File: src/rtl/hazard_ctrl_if.sv
// Bundles the pipeline status seen by the hazard controller with the stall,
// flush and redirect controls it returns to the stage registers.
interface hazard_ctrl_if;
  logic [4:0]  i_id_Rs1;
  logic [4:0]  i_id_Rs2;
  logic        i_id_UsesRs1;
  logic        i_id_UsesRs2;
  logic [4:0]  i_ex_RegDst;
  logic        i_ex_MemToReg;
  logic        i_ex_RegWrEn;
  logic        i_ex_Redirect;
  logic        i_mem_Req;
  logic        i_mem_Ready;
  logic        o_if_stall;
  logic        o_id_stall;
  logic        o_ex_stall;
  logic        o_mem_stall;
  logic        o_if_flush;
  logic        o_id_flush;
  logic        o_pc_sel;
  logic        o_mem_timeout;
  logic [15:0] o_stall_cnt;

  modport master (
    output i_id_Rs1, i_id_Rs2, i_id_UsesRs1, i_id_UsesRs2,
           i_ex_RegDst, i_ex_MemToReg, i_ex_RegWrEn, i_ex_Redirect,
           i_mem_Req, i_mem_Ready,
    input  o_if_stall, o_id_stall, o_ex_stall, o_mem_stall,
           o_if_flush, o_id_flush, o_pc_sel, o_mem_timeout, o_stall_cnt
  );

  modport slave (
    input  i_id_Rs1, i_id_Rs2, i_id_UsesRs1, i_id_UsesRs2,
           i_ex_RegDst, i_ex_MemToReg, i_ex_RegWrEn, i_ex_Redirect,
           i_mem_Req, i_mem_Ready,
    output o_if_stall, o_id_stall, o_ex_stall, o_mem_stall,
           o_if_flush, o_id_flush, o_pc_sel, o_mem_timeout, o_stall_cnt
  );
endinterface

File: src/rtl/hazard_ctrl.sv
// Pipeline hazard controller: memory-wait stalls, redirect flushes and
// load-use bubbles, with a sticky memory-timeout flag and a stall counter.
module hazard_ctrl #(
  parameter int FLUSH_LEN   = 2,
  parameter int MEM_TIMEOUT = 255
) (
  input logic          clk,
  input logic          reset_n,
  hazard_ctrl_if.slave bus
);
  typedef enum logic [1:0] {RUN, MEM_WAIT, FLUSH} state_t;

  localparam logic [2:0]  FLUSH_RELOAD = 3'(FLUSH_LEN - 1);
  localparam logic [15:0] TIMEOUT_VAL  = 16'(MEM_TIMEOUT);
  localparam logic [15:0] SAT          = 16'hFFFF;

  state_t      state, state_nxt;
  logic [15:0] wait_cnt, wait_nxt;
  logic [15:0] stall_cnt;
  logic [2:0]  flush_cnt, flush_nxt;
  logic        timeout_flag;
  logic        load_use, mem_block;
  logic        if_stall, id_stall, ex_stall, mem_stall;
  logic        if_flush, id_flush, pc_sel;

  assign mem_block = bus.i_mem_Req & ~bus.i_mem_Ready;
  assign load_use  = bus.i_ex_MemToReg & bus.i_ex_RegWrEn & (bus.i_ex_RegDst != 5'd0) &
                     ((bus.i_id_UsesRs1 & (bus.i_id_Rs1 == bus.i_ex_RegDst)) |
                      (bus.i_id_UsesRs2 & (bus.i_id_Rs2 == bus.i_ex_RegDst)));

  // Controls are gated by reset_n so they drop the instant reset asserts.
  always_comb begin
    state_nxt = state;
    wait_nxt  = wait_cnt;
    flush_nxt = flush_cnt;
    if_stall  = 1'b0;
    id_stall  = 1'b0;
    ex_stall  = 1'b0;
    mem_stall = 1'b0;
    if_flush  = 1'b0;
    id_flush  = 1'b0;
    pc_sel    = 1'b0;
    if (reset_n) begin
      case (state)
        RUN, FLUSH: begin
          if (mem_block) begin
            {if_stall, id_stall, ex_stall, mem_stall} = 4'b1111;
            state_nxt = MEM_WAIT;
            wait_nxt  = 16'd1;
          end else if (bus.i_ex_Redirect) begin
            pc_sel   = 1'b1;
            if_flush = 1'b1;
            id_flush = 1'b1;
            if (FLUSH_LEN > 1) begin
              state_nxt = FLUSH;
              flush_nxt = FLUSH_RELOAD;
            end
          end else if (state == FLUSH) begin
            if_flush  = 1'b1;
            id_flush  = 1'b1;
            flush_nxt = flush_cnt - 3'd1;
            if (flush_cnt <= 3'd1) state_nxt = RUN;
          end else if (load_use) begin
            if_stall = 1'b1;
            id_stall = 1'b1;
            id_flush = 1'b1;
          end
        end
        MEM_WAIT: begin
          if (mem_block) begin
            {if_stall, id_stall, ex_stall, mem_stall} = 4'b1111;
            if (wait_cnt != SAT) wait_nxt = wait_cnt + 16'd1;
          end else begin
            state_nxt = RUN;
          end
        end
        default: state_nxt = RUN;
      endcase
    end
  end

  always_ff @(posedge clk or negedge reset_n) begin
    if (!reset_n) begin
      state        <= RUN;
      wait_cnt     <= 16'd0;
      flush_cnt    <= 3'd0;
      timeout_flag <= 1'b0;
      stall_cnt    <= 16'd0;
    end else begin
      state     <= state_nxt;
      wait_cnt  <= wait_nxt;
      flush_cnt <= flush_nxt;
      if (wait_nxt >= TIMEOUT_VAL) timeout_flag <= 1'b1;
      if ((id_stall | id_flush) && stall_cnt != SAT) stall_cnt <= stall_cnt + 16'd1;
    end
  end

  assign bus.o_if_stall    = if_stall;
  assign bus.o_id_stall    = id_stall;
  assign bus.o_ex_stall    = ex_stall;
  assign bus.o_mem_stall   = mem_stall;
  assign bus.o_if_flush    = if_flush;
  assign bus.o_id_flush    = id_flush;
  assign bus.o_pc_sel      = pc_sel;
  assign bus.o_mem_timeout = timeout_flag;
  assign bus.o_stall_cnt   = stall_cnt;
endmodule

File: src/flat_wrapper.sv
// flat-port wrapper written by rule: the top's interface ports become plain ports
module hazard_ctrl_flat 
#(
  parameter int FLUSH_LEN   = 2,
  parameter int MEM_TIMEOUT = 255
)
  (clk, reset_n, bus_i_id_Rs1, bus_i_id_Rs2, bus_i_id_UsesRs1, bus_i_id_UsesRs2, bus_i_ex_RegDst, bus_i_ex_MemToReg, bus_i_ex_RegWrEn, bus_i_ex_Redirect, bus_i_mem_Req, bus_i_mem_Ready, bus_o_if_stall, bus_o_id_stall, bus_o_ex_stall, bus_o_mem_stall, bus_o_if_flush, bus_o_id_flush, bus_o_pc_sel, bus_o_mem_timeout, bus_o_stall_cnt);
  hazard_ctrl_if bus_i ();
  input logic clk;
  input logic reset_n;
  input wire logic [$bits(bus_i.i_id_Rs1)-1:0] bus_i_id_Rs1;
  input wire logic [$bits(bus_i.i_id_Rs2)-1:0] bus_i_id_Rs2;
  input wire logic [$bits(bus_i.i_id_UsesRs1)-1:0] bus_i_id_UsesRs1;
  input wire logic [$bits(bus_i.i_id_UsesRs2)-1:0] bus_i_id_UsesRs2;
  input wire logic [$bits(bus_i.i_ex_RegDst)-1:0] bus_i_ex_RegDst;
  input wire logic [$bits(bus_i.i_ex_MemToReg)-1:0] bus_i_ex_MemToReg;
  input wire logic [$bits(bus_i.i_ex_RegWrEn)-1:0] bus_i_ex_RegWrEn;
  input wire logic [$bits(bus_i.i_ex_Redirect)-1:0] bus_i_ex_Redirect;
  input wire logic [$bits(bus_i.i_mem_Req)-1:0] bus_i_mem_Req;
  input wire logic [$bits(bus_i.i_mem_Ready)-1:0] bus_i_mem_Ready;
  output wire logic [$bits(bus_i.o_if_stall)-1:0] bus_o_if_stall;
  output wire logic [$bits(bus_i.o_id_stall)-1:0] bus_o_id_stall;
  output wire logic [$bits(bus_i.o_ex_stall)-1:0] bus_o_ex_stall;
  output wire logic [$bits(bus_i.o_mem_stall)-1:0] bus_o_mem_stall;
  output wire logic [$bits(bus_i.o_if_flush)-1:0] bus_o_if_flush;
  output wire logic [$bits(bus_i.o_id_flush)-1:0] bus_o_id_flush;
  output wire logic [$bits(bus_i.o_pc_sel)-1:0] bus_o_pc_sel;
  output wire logic [$bits(bus_i.o_mem_timeout)-1:0] bus_o_mem_timeout;
  output wire logic [$bits(bus_i.o_stall_cnt)-1:0] bus_o_stall_cnt;
  assign bus_i.i_id_Rs1 = bus_i_id_Rs1;
  assign bus_i.i_id_Rs2 = bus_i_id_Rs2;
  assign bus_i.i_id_UsesRs1 = bus_i_id_UsesRs1;
  assign bus_i.i_id_UsesRs2 = bus_i_id_UsesRs2;
  assign bus_i.i_ex_RegDst = bus_i_ex_RegDst;
  assign bus_i.i_ex_MemToReg = bus_i_ex_MemToReg;
  assign bus_i.i_ex_RegWrEn = bus_i_ex_RegWrEn;
  assign bus_i.i_ex_Redirect = bus_i_ex_Redirect;
  assign bus_i.i_mem_Req = bus_i_mem_Req;
  assign bus_i.i_mem_Ready = bus_i_mem_Ready;
  assign bus_o_if_stall = bus_i.o_if_stall;
  assign bus_o_id_stall = bus_i.o_id_stall;
  assign bus_o_ex_stall = bus_i.o_ex_stall;
  assign bus_o_mem_stall = bus_i.o_mem_stall;
  assign bus_o_if_flush = bus_i.o_if_flush;
  assign bus_o_id_flush = bus_i.o_id_flush;
  assign bus_o_pc_sel = bus_i.o_pc_sel;
  assign bus_o_mem_timeout = bus_i.o_mem_timeout;
  assign bus_o_stall_cnt = bus_i.o_stall_cnt;
  hazard_ctrl #(.FLUSH_LEN(FLUSH_LEN), .MEM_TIMEOUT(MEM_TIMEOUT)) u_core (.clk(clk), .reset_n(reset_n), .bus(bus_i));
endmodule
File: config.mk
export PLATFORM = sky130hd
export DESIGN_NAME = hazard_ctrl_flat
export DESIGN_NICKNAME = d
export VERILOG_FILES = /design/src/rtl/hazard_ctrl_if.sv /design/src/rtl/hazard_ctrl.sv /design/src/flat_wrapper.sv
export SDC_FILE = /design/constraint.sdc
export NUM_CORES = 1
export LEC_CHECK = 0
export ABC_AREA = 1
export ABC_CLOCK_PERIOD_IN_PS = 2100
export CELL_PAD_IN_SITES_DETAIL_PLACEMENT = 0
export CELL_PAD_IN_SITES_GLOBAL_PLACEMENT = 2
export CORE_MARGIN = 2
export CORE_UTILIZATION = 29
export DETAILED_ROUTE_END_ITERATION = 8
export PLACE_DENSITY = 0.8
export SLEW_MARGIN = 30
export SYNTH_ARGS = -nofsm -noshare
export SYNTH_HDL_FRONTEND = slang
export SYNTH_SLANG_ARGS = --single-unit
export TNS_END_PERCENT = 5
File: constraint.sdc
create_clock -name clk -period 2.1 [get_ports clk]
set_input_delay 0.42 -clock clk [delete_from_list [all_inputs] [get_ports clk]]
set_output_delay 0.42 -clock clk [all_outputs]
set_load 0.02 [all_outputs]
# --- Yosys cells after proc, flatten, opt, wreduce, memory -nomap -nowiden ---
# Index checks and enable logic that the tools add are counted.
# W data, S select, Z words.
op_classes:
  n_addsub: 3
  n_lt_le_gt_ge: 2
  eq_ne: 9
  muxes: 36
  bitwise: 10
  reduce_logical: 8
op_table:
  columns: ["operator", "count"]
  rows:
  - ["$mux W16", 4]
  - ["$add A16 B1 Y16 const B", 2]
  - ["$ne A16 B16 Y1 const B", 2]
  - ["$pmux W16 S2", 1]
  - ["$mux W1", 22]
  - ["$ge A16 B8 Y1 const B", 1]
  - ["$eq A5 B5 Y1", 2]
  - ["$mux W2", 5]
  - ["$ne A4 B2 Y1 const B", 2]
  - ["$reduce_and A4 Y1", 2]
  - ["$and A1 B1 Y1", 6]
  - ["$mux W3", 2]
  - ["$reduce_bool A5 Y1", 1]
  - ["$pmux W2 S2", 1]
  - ["$le A3 B1 Y1 const B", 1]
  - ["$reduce_or A3 Y1", 1]
  - ["$sub A3 B1 Y3 const B", 1]
  - ["$eq A2 B1 Y1 const B", 1]
  - ["$eq A2 B2 Y1 const B", 1]
  - ["$logic_not A2 Y1", 1]
  - ["$ne A2 B2 Y1 const B", 1]
  - ["$not A1 Y1", 2]
  - ["$or A1 B1 Y1", 2]
  - ["$pmux W1 S2", 1]
  - ["other kinds (3)", 3]
word_totals:
  reg_bits: 38
  input_bits: 24
  out_inout_bits: 24
  wordCells: 73

# --- Logic depth before layout (Yosys ltp) ---
logic_depth:
  depth_word: 12
  mapped_depth: 14
  mapped_depth_nobuf: 14

# --- Worst setup path after synthesis ---
# Ideal clock, no wire load.
synth_timing:
  path_type: "reg-to-output"
  from: "register u_core.state[1]"
  to: "output port bus_o_if_stall"
  t_arrival_ns: 1.638
  required_ns: 1.680
  slack_ns: 0.042
  stages_incl_launch_ff: 8
  cell_sequence: "dfrtp_1 clkbuf_2 nand2_1 nand2_1 nor2_1 inv_1 nand2_1 buf_4"
synth_between:
  elab_chain_len: 6
synth_lines:
  columns: ["element", "line_no", "rtl"]
  rows:
  - ["from (decl)", "hazard_ctrl.sv:17", "state_t state, state_nxt;"]
  - ["from (signal assigned)", "hazard_ctrl.sv:90", "state <= state_nxt;"]
  - ["$eq A2 B2 Y1", null, null]
  - ["$mux W1 (3 in a row)", null, null]
  - ["$pmux W1 S2 (*)", null, null]
  - ["$mux W1 (*)", null, null]
  - ["to (decl)", "flat_wrapper.sv:21", "output wire logic [$bits(bus_i.o_if_stall)-1:0] bus_o_if_stall;"]
# Mark *: on every way between the ends. The rest lies on a longest branch, timed or not.

# --- Worst setup path in the final report ---
layout_timing:
  from: "input port bus_i_mem_Ready"
  to: "output port bus_o_pc_sel"
layout_between:
  elab_chain_len: 5
layout_lines:
  columns: ["element", "line_no", "rtl"]
  rows:
  - ["from (decl)", "flat_wrapper.sv:20", "input wire logic [$bits(bus_i.i_mem_Ready)-1:0] bus_i_mem_Ready;"]
  - ["$not A1 Y1", "hazard_ctrl.sv:26", "assign mem_block = bus.i_mem_Req & ~bus.i_mem_Ready;"]
  - ["$and A1 B1 Y1", "hazard_ctrl.sv:26", null]
  - ["$mux W1", "hazard_ctrl.sv:46", "if (mem_block) begin"]
  - ["$mux W1", "hazard_ctrl.sv:44", "case (state)"]
  - ["$mux W1", "hazard_ctrl.sv:43", "if (reset_n) begin"]
  - ["to (decl)", "flat_wrapper.sv:27", "output wire logic [$bits(bus_i.o_pc_sel)-1:0] bus_o_pc_sel;"]
# No other way between the ends.

==> reports/qor.csv <==
metric,value,unit
outcome,completed,
initial_utilization,0.299,
row_count,36,
worstSetupStartpointType,primary input,
power.total,3380,uW
drive_gt1_frac,0.205,
critPathBufInv,4,
clock_skew,0.00631,ns
holdWs,0.199,ns
gp_congestion,0.841,
synth_edf_count,0,
ctsHtreeMaxLevel,2,
drt_iter0_drc,94,
tns,0,ns
final_core_util,0.417,
hpwl,6.62,mm
combPwrFrac,0.437,
fin_nets,563,
clockRootBuffer,clkbuf_8,
seq_power_share,0.327,
drc,0,
switchingPower,1330,uW
critPathRequiredTime,1.68,ns
tightest_slew,0.365,ns
track_usage,0.162,
fp.dieW,105,um
coreArea,0.00982,mm2
area_delta_synth_final,39.5,%
maxCapViolCount,0,
detail-route-antenna-nets,0,
cp_max_fo,3,
fillers,1085,
crit_family,buffers and inverters,
crit_chain,clkdlybuf4s50_1 > nor2_4 > inv_2 > nand2_4 > nor2_4 > buf_4 > clkdlybuf4s15_2,
slowest_delay,0.50,ns
place_inst,651,
finalNonFillerCells,669,
synth_nets,467,
die_h,105,um
postSynth.asyncResetShare,1.00,
critical-path-slowest-cell,clkdlybuf4s50_1,
synth_seq_cells,38,
ios,48,
wire_per_inst,12.8,um
clkTransAtPathRegs,0.09,ns
yosysMostFrequentCell,nand2_1,
insertion_delay,0.29,ns
synth_area,0.00294,mm2
hold_class,in2async,
die_area,0.0110,mm2
p_per_area,825,mW/mm2
ys_top_cells_by_area,"dfrtp_1 (32%), nand2_1 (18%), nand3_1 (8.9%)",
synth_flop_cell,dfrtp_1,
p_clk_frac,0.237,
ff2ff_path_depth,14,
synth.avg_cell_area,6.69,um2
finalMaxSlewViolations,0,
p_leak,0.00213,uW
ir_worst_vdd,0.301,mV
viasPerCell,4.61,
cts_hold_buf,0,
postSynthCellCount,439,
portBuffers,47,
drt_wl_total,8.56,mm
synth_top_cells_by_count,"nand2_1 (143), inv_1 (56), nand3_1 (52)",
dr.pass1.iters,4,
fin_crit,2.04,ns
cts_sinks,38,
slew_headroom,0.754,
antenna_found_initial,0,
p_int,2050,uW
setup.worst_path.end_class,output pin,
vias,3084,
setup_violations,0,
switching_share,0.393,
yosysUniqueCellTypes,34,
max_clock_freq,489,MHz
clockBufferDepth,2,
grt_overflow,0,
grt_pass1_wl,14.5,mm
path_common_cell,nor2_4,
grt_pass1_vias,2924,
cts_tree,done,
grt_start_max_net_pins,23,
ys_seq_area_frac,0.324,
cts_buffers,5,
synth_top_area_share,0.324,
crit_cells,7,
cp.arrival,1.62,ns
synth_top_area_cell,dfrtp_1,
hold_viol,0,
crit_type,in2out,
post-route-period-util,0.973,
yosysWarnings,0,
diodes,0,
-- area by class of cell --
class                      count  area [um2]  area share
inverter                      57         214      0.0522
clock inverter                 2        60.1      0.0147
tap                          133         166      0.0406
timing repair buffer         100         863       0.211
clock buffer                   6        82.6      0.0201
multi-input combinational    333        1760       0.429
sequential                    38         953       0.233
-- worst reg2reg max path, stage by stage (launching register included) --
cell     delay [ns]
dfrtp_1        0.41
ha_4           0.18
nand3_4        0.11
nor2_4         0.16
nand4_1        0.22
nand2_1        0.16
nand2_1        0.06
nand2_1        0.06
nand2_1        0.05
nand2_1        0.09
nor2_2         0.05
nand3_1        0.07
nor2_1         0.04
nand2_1        0.09
nand3_1        0.08
-- kinds of logic (layout without fill, tap and decap cells) --
| kind of cell | count (synthesis) | count (layout) | synth area share |
|---|---|---|---|
| AND/OR/NAND/NOR | 271 | 271 | 0.424 |
| buffers and inverters | 68 | 165 | 0.0937 |
| flip-flops | 38 | 38 | 0.324 |
| AO/OA/AOI/OAI | 35 | 35 | 0.0737 |
| XOR/XNOR | 23 | 23 | 0.0685 |
| adder cells (fa/ha/maj) | 4 | 4 | 0.0170 |
-- power by group through the flow --
stage / registers (uW) / clock network, uW / logic, uW
after CTS: 1090 / 822 / 1420
after detailed placement: 1110 / 0 / 1410
after global routing: 1130 / 851 / 1660
after global placement: 1100 / 0 / 1400
final: 1100 / 800 / 1480
after floorplan: 1110 / 0 / 863
-- path summary, 6_finish.rpt --
check	startpoint	end	slack, ns
min in group clk	u_core.flush_cnt[1]	u_core.flush_cnt[1]	0.53
setup reg to reg	u_core.wait_cnt[1]	u_core.bus.o_mem_timeout	0.16
hold / removal	reset_n	u_core.wait_cnt[12]	0.20
setup / recovery	bus_i_mem_Ready	bus_o_pc_sel	0.06
hold reg to reg	u_core.flush_cnt[1]	u_core.flush_cnt[1]	0.53
max in group asynchronous	reset_n	u_core.wait_cnt[4]	1.44
-- metrics by stage --
stage	instance area, um2	worst slack [ns]
after floorplan	2940	0.0421
after global placement	3830	-0.625
after detailed placement	3830	-0.705
after CTS	3990	-0.0394
after global routing	4100	-0.00929
final	4100	0.0562
-- placed cells by master (no fill, tap or decap), types with 3 or more instances in the layout --
cell type / Yosys / layout
nand2_1: 143 / 140
nand3_1: 52 / 52
buf_4: 4 / 52
inv_1: 56 / 50
dfrtp_1: 38 / 36
nor2_1: 36 / 33
clkdlybuf4s50_1: 0 / 21
xor2_1: 14 / 14
o21ai_0: 14 / 12
nand4_1: 11 / 11
a21oi_1: 10 / 9
xnor2_1: 9 / 9
dlymetal6s2s_1: 0 / 8
inv_2: 1 / 7
nand2_2: 5 / 7
dlygate4sd2_1: 0 / 7
clkbuf_8: 0 / 6
nor2_4: 3 / 5
a21oi_2: 4 / 5
nor2_2: 3 / 4
nor3_1: 4 / 4
nor4_1: 4 / 4
buf_2: 3 / 4
buf_6: 0 / 4
or2_2: 3 / 3
o22ai_1: 3 / 3
nand3b_1: 3 / 3
ha_1: 4 / 3
-- routing by layer --
layer	routed length (um)	GRT usage	up-vias
li1	-	-	1598
met1	4070	0.231	1430
met2	4130	0.261	52
met3	303	0.0256	4
met4	51	0.0286	0
met5	0	0	-
-- registers in the layout (all words and copies together), names as in the netlist --
signal                    cells
u_core.bus.o_mem_timeout      1
u_core.state                  2
u_core.wait_cnt              16
u_core.bus.o_stall_cnt       16
u_core.flush_cnt              3
-- repair_timing --
action	in CTS	in global routing
cloned	0	0
endpoints found under the setup margin	23	15
gates resized for setup	48	30
setup buffers	4	6
pin swaps	7	18
No activity file was read; power rests on OpenSTA's default activity.
